**config.mk**
```make
export PLATFORM = sky130hd
export DESIGN_NAME = input_skew_feeder
export DESIGN_NICKNAME = d
export VERILOG_FILES = /design/src/rtl/input_skew_feeder_pkg.sv /design/src/rtl/input_skew_feeder_skew_delay_line.sv /design/src/rtl/input_skew_feeder.sv
export SDC_FILE = /design/constraint.sdc
export NUM_CORES = 1
export LEC_CHECK = 0
export CAP_MARGIN = 5
export CORE_MARGIN = 3
export CORE_UTILIZATION = 58
export DETAILED_ROUTE_END_ITERATION = 16
export PLACE_DENSITY_LB_ADDON = 0.05
export SYNTH_ARGS = -nofsm -noshare
export SYNTH_HDL_FRONTEND = slang
export SYNTH_SLANG_ARGS = --single-unit
```
**constraint.sdc**
```tcl
create_clock -name clk -period 2.4 [get_ports clk]
set_input_delay 0.24 -clock clk [delete_from_list [all_inputs] [get_ports clk]]
set_output_delay 0.24 -clock clk [all_outputs]
set_load 0.02 [all_outputs]
```
**src/rtl/input_skew_feeder_pkg.sv**
```systemverilog
// Shared definitions for the input skew feeder: default geometry and FSM state encoding.
package input_skew_feeder_pkg;

    localparam int unsigned SKEW_LANES     = 8;
    localparam int unsigned SKEW_DATA_BITS = 8;
    localparam int unsigned SRAM_RD_LAT    = 1;

    typedef enum logic [1:0] {
        IDLE   = 2'd0,
        STREAM = 2'd1,
        DRAIN  = 2'd2,
        DONE   = 2'd3
    } feed_state_t;

endpackage

```
**src/rtl/input_skew_feeder_skew_delay_line.sv**
```systemverilog
// Per-lane skew register: one capture stage plus DEPTH extra stages of data and valid.
module skew_delay_line #(
    parameter int unsigned DEPTH = 1,
    parameter int unsigned WIDTH = 8
) (
    input  logic             clk,
    input  logic             rst,
    input  logic             clear,
    input  logic [WIDTH-1:0] in_data,
    input  logic             in_valid,
    output logic [WIDTH-1:0] out_data,
    output logic             out_valid
);

    logic [WIDTH-1:0] data_q [DEPTH+1];
    logic [DEPTH:0]   valid_q;

    always_ff @(posedge clk or negedge rst) begin
        if (!rst) begin
            for (int unsigned k = 0; k <= DEPTH; k++) data_q[k] <= '0;
            valid_q <= '0;
        end else if (clear) begin
            for (int unsigned k = 0; k <= DEPTH; k++) data_q[k] <= '0;
            valid_q <= '0;
        end else begin
            // Bubbles are zeroed at capture so later stages never carry stale words.
            data_q[0]  <= in_valid ? in_data : '0;
            valid_q[0] <= in_valid;
            for (int unsigned k = 1; k <= DEPTH; k++) begin
                data_q[k]  <= data_q[k-1];
                valid_q[k] <= valid_q[k-1];
            end
        end
    end

    assign out_data  = data_q[DEPTH];
    assign out_valid = valid_q[DEPTH];

endmodule

```
**src/rtl/input_skew_feeder.sv**
```systemverilog
// Aligns SRAM read data to the fetch strobe and skews lane i by i cycles into the array.
// Optional SKEW_OUTPUT_REG_EN adds one output register stage (done delayed to match).
module input_skew_feeder
    import input_skew_feeder_pkg::*;
#(
    parameter int unsigned LANES     = SKEW_LANES,
    parameter int unsigned DATA_BITS = SKEW_DATA_BITS,
    parameter int unsigned SRAM_LAT  = SRAM_RD_LAT,
    parameter int unsigned CNT_BITS  = 8
) (
    input  logic                       clk,
    input  logic                       rst,
    input  logic                       start,
    input  logic                       issue,
    input  logic                       last_issue,
    input  logic [LANES*DATA_BITS-1:0] sram_rdata,
    output logic [LANES*DATA_BITS-1:0] array_data,
    output logic [LANES-1:0]           array_valid,
    output logic [CNT_BITS-1:0]        vec_count,
    output logic                       busy,
    output logic                       done
);

    localparam int unsigned DW = (LANES > 1) ? $clog2(LANES) : 1;

    logic [SRAM_LAT-1:0]        iss_pipe;
    logic [SRAM_LAT-1:0]        last_pipe;
    logic                       rd_v;
    logic                       rd_last;
    logic [LANES*DATA_BITS-1:0] lane_data;
    logic [LANES-1:0]           lane_valid;
    feed_state_t                state;
    logic [DW-1:0]              drain_cnt;
    logic                       done_fsm;

    always_ff @(posedge clk or negedge rst) begin
        if (!rst) begin
            iss_pipe  <= '0;
            last_pipe <= '0;
        end else if (start) begin
            iss_pipe  <= '0;
            last_pipe <= '0;
        end else begin
            iss_pipe[0]  <= issue;
            last_pipe[0] <= issue & last_issue;
            for (int unsigned k = 1; k < SRAM_LAT; k++) begin
                iss_pipe[k]  <= iss_pipe[k-1];
                last_pipe[k] <= last_pipe[k-1];
            end
        end
    end

    assign rd_v    = iss_pipe[SRAM_LAT-1];
    assign rd_last = last_pipe[SRAM_LAT-1];

    for (genvar i = 0; i < LANES; i++) begin : g_lane
        skew_delay_line #(
            .DEPTH (i),
            .WIDTH (DATA_BITS)
        ) u_line (
            .clk       (clk),
            .rst       (rst),
            .clear     (start),
            .in_data   (sram_rdata[i*DATA_BITS +: DATA_BITS]),
            .in_valid  (rd_v),
            .out_data  (lane_data[i*DATA_BITS +: DATA_BITS]),
            .out_valid (lane_valid[i])
        );
    end

`ifdef SKEW_OUTPUT_REG_EN
    always_ff @(posedge clk or negedge rst) begin
        if (!rst) begin
            array_data  <= '0;
            array_valid <= '0;
            done        <= 1'b0;
        end else if (start) begin
            array_data  <= '0;
            array_valid <= '0;
            done        <= 1'b0;
        end else begin
            array_data  <= lane_data;
            array_valid <= lane_valid;
            done        <= done_fsm;
        end
    end
`else
    assign array_data  = lane_data;
    assign array_valid = lane_valid;
    assign done        = done_fsm;
`endif

    always_ff @(posedge clk or negedge rst) begin
        if (!rst) begin
            vec_count <= '0;
        end else if (start) begin
            vec_count <= '0;
        end else if (array_valid[0] && (vec_count != '1)) begin
            vec_count <= vec_count + CNT_BITS'(1);
        end
    end

    // A single-vector tile sees rd_v and rd_last together while IDLE, so it
    // jumps straight to the drain to keep done aligned with the last lane.
    always_ff @(posedge clk or negedge rst) begin
        if (!rst) begin
            state     <= IDLE;
            drain_cnt <= '0;
            done_fsm  <= 1'b0;
        end else if (start) begin
            state     <= IDLE;
            drain_cnt <= '0;
            done_fsm  <= 1'b0;
        end else begin
            done_fsm <= 1'b0;
            case (state)
                IDLE, STREAM: begin
                    if (rd_v && rd_last) begin
                        if (LANES == 1) begin
                            state    <= DONE;
                            done_fsm <= 1'b1;
                        end else begin
                            state     <= DRAIN;
                            drain_cnt <= DW'(LANES - 1);
                        end
                    end else if (rd_v) begin
                        state <= STREAM;
                    end
                end
                DRAIN: begin
                    drain_cnt <= drain_cnt - DW'(1);
                    if (drain_cnt == DW'(1)) begin
                        state    <= DONE;
                        done_fsm <= 1'b1;
                    end
                end
                DONE:    state <= IDLE;
                default: state <= IDLE;
            endcase
        end
    end

    assign busy = (state == STREAM) || (state == DRAIN);

endmodule

```
=== Word level (Yosys, flattened, before mapping) ===
Cells that the tools add are included.

* Add/subtract/negate cells: 2
* Eq/ne operators: 8
* Multiplexer cells: 39
* Bitwise operators: 1
* Reduce and logical (&&, ||, !) cells: 9

{| class="wikitable"
|+ Operators with widths
! cell !! number
|-
| 8-bit two-way mux || 12
|-
| 64-bit two-way mux || 1
|-
| 56-bit two-way mux || 1
|-
| 48-bit two-way mux || 1
|-
| 40-bit two-way mux || 1
|-
| 32-bit two-way mux || 1
|-
| 24-bit two-way mux || 1
|-
| 16-bit two-way mux || 1
|-
| 2-bit two-way mux || 5
|-
| 3-bit two-way mux || 3
|-
| 8-bit by 1-bit adder with 8-bit output (second input constant) || 1
|-
| 8-bit != test (second input constant) || 1
|-
| 7-bit two-way mux || 1
|-
| 1-bit two-way mux || 6
|-
| 6-bit two-way mux || 1
|-
| 3-bit != test (second input constant) || 2
|-
| 2-bit one-hot mux with 3 select lines || 1
|-
| 3-bit one-hot mux with 2 select lines || 1
|-
| 5-bit two-way mux || 1
|-
| 2-bit equality test (second input constant) || 2
|-
| 4-bit two-way mux || 1
|-
| 4-bit != test (second input constant) || 1
|-
| 2-bit AND reduction || 2
|-
| 3-bit by 1-bit equality test with 1-bit output (second input constant) || 1
|-
| other kinds (9) || 10
|}

* Register bits: 340
* Input port bits: 69
* Word-level logic and storage cells: 109

=== Logic depth before layout (Yosys ltp) ===
* Depth in word-level cells: 4
* Mapped depth: 6
* Depth with buffers taken out: 6

=== Cells and area by module ===
A second synthesis with hierarchy kept.

* Cells, all modules: 818
* Area total of the unflattened synthesis: 11768.8 µm²

{| class="wikitable"
|+ By module, submodules not included
! module !! times used !! cells an instance !! area each (µm²) !! seq. area each (µm²)
|-
| skew_delay_line at g_lane[7].u_line || 1 || 159 || 2369.8 || 1801.7
|-
| skew_delay_line at g_lane[6].u_line || 1 || 140 || 2083.2 || 1576.5
|-
| skew_delay_line at g_lane[5].u_line || 1 || 121 || 1800.5 || 1351.3
|-
| skew_delay_line at g_lane[4].u_line || 1 || 102 || 1514.0 || 1126.1
|-
| skew_delay_line at g_lane[3].u_line || 1 || 83 || 1227.4 || 900.9
|-
| skew_delay_line at g_lane[2].u_line || 1 || 64 || 940.9 || 675.6
|-
| input_skew_feeder || 1 || 86 || 858.3 || 400.4
|-
| skew_delay_line at g_lane[1].u_line || 1 || 45 || 673.1 || 450.4
|-
| skew_delay_line at g_lane[0].u_line || 1 || 18 || 301.5 || 225.2
|}

=== Least setup slack after synthesis ===
OpenSTA, ideal clock, no wires.

* Path kind: register to register
* Start: register state[0]
* End: register drain_cnt[2]
* Setup time: 0.123 ns
* Arrival: 1.303 ns
* Slack: 0.973 ns
* Cell stages (with the launch flop): 7
* Path buffers: 0
* Period minus slack after synthesis: 1.427 ns
* Cell sequence: dfrtp_1 inv_1 ha_1 o211a_1 a21oi_4 mux2i_1 nor3_2

* Word-level cells in the longest chain between the ends: 4
* Elaborated cells on any way between the ends: 9
* Those cells by class: eq/ne (3); mux (2); reduce/logical (4)

{| class="wikitable"
|+ RTL lines
! item !! RTL line !! RTL
|-
| start: declaration || input_skew_feeder.sv:32 || <nowiki>feed_state_t state;</nowiki>
|-
| start signal: assignment || input_skew_feeder.sv:107 || <nowiki>state <= IDLE;</nowiki>
|-
| start signal: assignment || input_skew_feeder.sv:111 || <nowiki>state <= IDLE;</nowiki>
|-
| start signal: assignment || input_skew_feeder.sv:120 || <nowiki>state <= DONE;</nowiki>
|-
| 2-bit by 1-bit equality test with 1-bit output or 2-bit logical NOT (tied branches) || input_skew_feeder.sv:116 || <nowiki>case (state)</nowiki>
|-
| 2-bit OR reduction || input_skew_feeder.sv:116 ||
|-
| 3-bit one-hot mux with 2 select lines (tied with other cells) || input_skew_feeder.sv:116 ||
|-
| 3-bit two-way mux or 2-bit AND reduction (tied branches) || -- ||
|-
| end signal: assignment || input_skew_feeder.sv:124 || <nowiki>drain_cnt <= DW'(LANES - 1);</nowiki>
|-
| end signal: assignment || input_skew_feeder.sv:131 || <nowiki>drain_cnt <= drain_cnt - DW'(1);</nowiki>
|-
| end: declaration || input_skew_feeder.sv:33 || <nowiki>logic [DW-1:0] drain_cnt;</nowiki>
|}

Parallel ways exist; a longest one is shown, timed or not.
A chain may end at the register's enable or synchronous reset.

=== Final worst setup path ===
* Start: register state[0]
* End: output busy

* Word-level cells in the longest chain between the ends: 2
* Elaborated cells on any way between the ends: 3
* Those cells by class: eq/ne (2); reduce/logical (1)

{| class="wikitable"
|+ RTL lines
! item !! RTL line !! RTL
|-
| 2-bit by 1-bit equality test with 1-bit output or 2-bit equality test (tied branches) || input_skew_feeder.sv:143 || <nowiki>assign busy = (state == STREAM) || (state == DRAIN);</nowiki>
|-
| 1-bit logical OR * || input_skew_feeder.sv:143 ||
|-
| end: declaration || input_skew_feeder.sv:20 || <nowiki>output logic busy,</nowiki>
|}

Mark *: on every way between the ends. The rest lies on a longest branch, timed or not.

==> flow_summary.rst <==
.. list-table::
   :header-rows: 1

   * - Metric
     - Value
   * - Result of the run
     - finished clean
   * - Clock latency at the later pin of the worst-skew pair
     - approximately 530 ps
   * - Leakage power figure
     - 6.33 nW
   * - Site Rows
     - a little under 50
   * - IO Port Bufs
     - 150
   * - CP Data Required Time
     - 2160 ps
   * - Number of global-route vias before repair
     - ~5200
   * - Cell Pwr Density
     - 807 nW/um2
   * - Reg2reg start
     - state[0]
   * - Crit-path cells
     - inv_1 -> ha_1 -> clkdlybuf4s50_1
   * - Final Skew
     - around 4.2 ps
   * - Initial core utilization
     - 59.5%
   * - Count of instances resized after the clock tree is built
     - 0
   * - Number of search-and-repair iterations in the first detailed-routing pass
     - 4
   * - Floorplan die width
     - around 140 um
   * - Largest net degree at the start of global routing
     - roughly 150
   * - Worst slack after detailed placement
     - around 800 ps
   * - Number of standard cells after synthesis
     - 775
   * - Number of primary I/O pins
     - 151
   * - GRT Residual Overflow
     - 0
   * - Max-slew violation count
     - 0
   * - Final routed wire length divided by cell count
     - about 13 um
   * - Worst max-slew margin expressed relative to the limit
     - 37.6%
   * - Master of the slowest instance on the critical path
     - clkdlybuf4s50_1
   * - RD Place Congestion
     - between 0.7 and 0.8
   * - Post-CTS Setup Inserts
     - 0
   * - Hold Buf Count CTS
     - 1
   * - Fraction of final layout cells with drive strength greater than 1
     - 7.65%
   * - Dpl hpwl
     - between 8000 and 9000 um
   * - Slew at the pin closest to its max-slew limit
     - around 940 ps
   * - Total of max-cap violations
     - 0
   * - CP Class
     - flip-flop to output pin
   * - Final TNS setup
     - 0 ps
   * - Antenna violations before repair
     - 0
   * - Core footprint
     - approximately 18000 um2
   * - Final critical delay including setup and external delays
     - between 2000 and 2500 ps
   * - Data arrival time of the critical path
     - 1880 ps
   * - Worst-case reg-to-reg path depth
     - 6
   * - Clk pin slew, worst setup/hold paths
     - around 60 ps
   * - Per-cell via count in the routed design
     - 4.64
   * - Flip-flop and latch count after synthesis
     - about 310
   * - P_sw
     - ~0.0021 W
   * - Main area contributors after synthesis
     - dfrtp_1 73%, nor2b_1 14%, buf_4 4.5%
   * - Switch share
     - approximately a fifth
   * - Avg Synthesized Cell Area
     - ~14 um2
   * - Worst Setup End Kind
     - output pin
   * - Most common cell after layout, fill and taps aside
     - dfrtp_1
   * - Synthesized net count
     - 850
   * - Setup slack on the worst flop-to-flop path
     - ~780 ps
   * - Terminus of the critical flop-to-flop path
     - state[1]
   * - Growth of design area from synthesis to finish
     - 21.7%
   * - Comb power frac
     - under 10%
   * - Post-layout instance count excluding filler cells
     - between 1000 and 1500
   * - Seq/Total Area, Yosys
     - ~73%
   * - Clock Power Share
     - between 40% and 50%
   * - Final worst setup slack
     - approximately 280 ps
   * - Number of warnings printed during yosys synthesis
     - 0
   * - Netlist area before placement
     - approximately 11000 um2
   * - Critical Path Start Type
     - flip-flop
   * - Critical Path Start
     - state[0]
   * - Bufs on Longest Clock Path
     - 3
   * - Placed Cells incl. Taps
     - approximately 1100
   * - Final net count
     - ~940
   * - 1st-iter DRT viols
     - 208
   * - Classification of the worst-slack hold path
     - primary input to asynchronous set/reset pin
   * - Chip Height
     - between 100 and 150 um
   * - Number of buffers created by CTS
     - 30
   * - Overall track demand over capacity in global routing
     - roughly 15%
   * - Post-route core utilization
     - about 72%
   * - Number of antenna-violating nets in the routed design
     - 0
   * - Cell at the root of the clock tree
     - clkbuf_16
   * - Die area
     - 20200 um2
   * - Number of distinct library cell variants in the gate-level netlist after synthesis
     - 32
   * - Portion of total power attributed to sequential cells
     - 50.6%
   * - Overall via count from detail_route
     - 5184
   * - Crit-path max cell delay
     - just under 600 ps
   * - CTS tree
     - done
   * - Maximum clock frequency
     - approximately 470 MHz
   * - Post-route clock period utilization
     - between 80% and 90%
   * - Worst IR Drop VDD
     - 618 uV
   * - Commonest cells after routing, fill and taps aside
     - 312 x dfrtp_1, 233 x nor2b_1, 148 x clkdlybuf4s50_1, 67 x and2_1, 31 x clkbuf_16
   * - # setup viols final
     - 0
   * - Tot Pwr
     - about 0.011 W
   * - Int Power
     - around 0.0084 W
   * - Post-route DRC violation count
     - 0
   * - Post-synthesis cell type with the largest combined area
     - dfrtp_1
   * - Post-synth top area share
     - between 70% and 80%
   * - Final wirelength
     - ~15000 um
   * - Level count of the clock H-tree
     - 1
   * - Largest fanout on the critical path
     - 4
   * - Capturing element of the worst setup path
     - busy
   * - Clk sinks
     - about 310
   * - Wire length of the first global-routing pass
     - approximately 25000 um
   * - Count of inserted antenna diode cells
     - 0
   * - Setup repair after global routing missed its margin
     - no
   * - Number of hold-slack violations in the final timing report
     - 0
[cell families after synthesis]
| family | count (synthesis) | share of synthesized area, % |
|---|---|---|
| buffers and inverters | 102 | 5.94 |
| XOR/XNOR | 2 | 0.163 |
| multiplexers | 4 | 0.372 |
| AO/OA/AOI/OAI | 16 | 1.20 |
| adder cells (fa/ha/maj) | 6 | 0.698 |
| flip-flops | 312 | 72.6 |
| AND/OR/NAND/NOR | 333 | 19.1 |
[power groups by stage]
stage	registers [W]	clock network (W)	logic (W)
floorplan	0.00544	0	0.000158
global placement	0.00544	0	0.000411
detailed placement	0.00544	0	0.000425
CTS	0.00534	0.00493	0.000429
global route	0.00535	0.00516	0.000468
finish	0.00534	0.00480	0.000415
[per-layer routing]
metal,track usage [%],wire [um],vias to the layer above
met4,4.65,298,0
met5,0,0,-
met2,26.8,7980,119
li1,-,-,2500
met1,18.6,5880,2536
met3,2.96,732,29
[worst max-delay path, delay by kind of cell, from the launching register on]
kind | cells | cell delay (ps)
fa+ha+maj | 1 | 280
buf+inv | 2 | 680
flops | 1 | 400
[final cells by class]
class | count | area [um2]
Sequential cell | 312 | 7810
Fill cell | 1181 | 5000
Multi-Input combinational cell | 361 | 2310
Timing Repair Buffer | 157 | 1620
Clock buffer | 38 | 852
Tap cell | 229 | 287
Clock inverter | 17 | 199
Inverter | 4 | 15.0
[worst min path at each step]
stage,from,depth (start not counted),endpoint
CTS,sram_rdata[50],2,g_lane[6].u_line.data_q[50]
detailed placement,rst,1,g_lane[6].u_line.out_data[2]
global placement,rst,1,g_lane[6].u_line.out_data[1]
finish,rst,2,g_lane[6].u_line.out_data[2]
global route,sram_rdata[30],2,g_lane[3].u_line.data_q[30]
floorplan,rst,0,done
[cells in the mapped netlist]
cell type	number
a211oi_1	4
a21oi_1	3
a21oi_4	1
a2bb2oi_2	1
a311oi_1	1
a31oi_1	2
and2_1	67
and2b_1	1
and3_1	3
and4_1	1
buf_2	7
buf_4	64
clkbuf_1	21
clkbuf_2	6
dfrtp_1	312
ha_1	6
inv_1	4
mux2i_1	4
nand2_1	5
nand2b_1	1
nand3_1	3
nand4_1	2
nor2_1	12
nor2_2	1
nor2b_1	233
nor3_2	2
nor3b_1	2
o211a_1	1
o211ai_1	1
o21ai_0	1
o21ai_2	1
xor2_1	2
[flip-flops by register name (all words and copies together) (netlist names)]
signal                  flops
g_lane.u_line.data_q      224
g_lane.u_line.out_data     64
g_lane.u_line.valid_q       8
vec_count                   8
drain_cnt                   3
state                       2
done                        1
iss_pipe                    1
last_pipe                   1
[metrics by stage]
step / hold slack (ps) / instance area [um2]
after floorplan: -55.6 / 10800
after global placement: 218 / 12000
after detailed placement: 223 / 12000
after CTS: 237 / 13100
after global routing: 247 / 13100
final: 256 / 13100
Power figures use the tool's default switching activity.
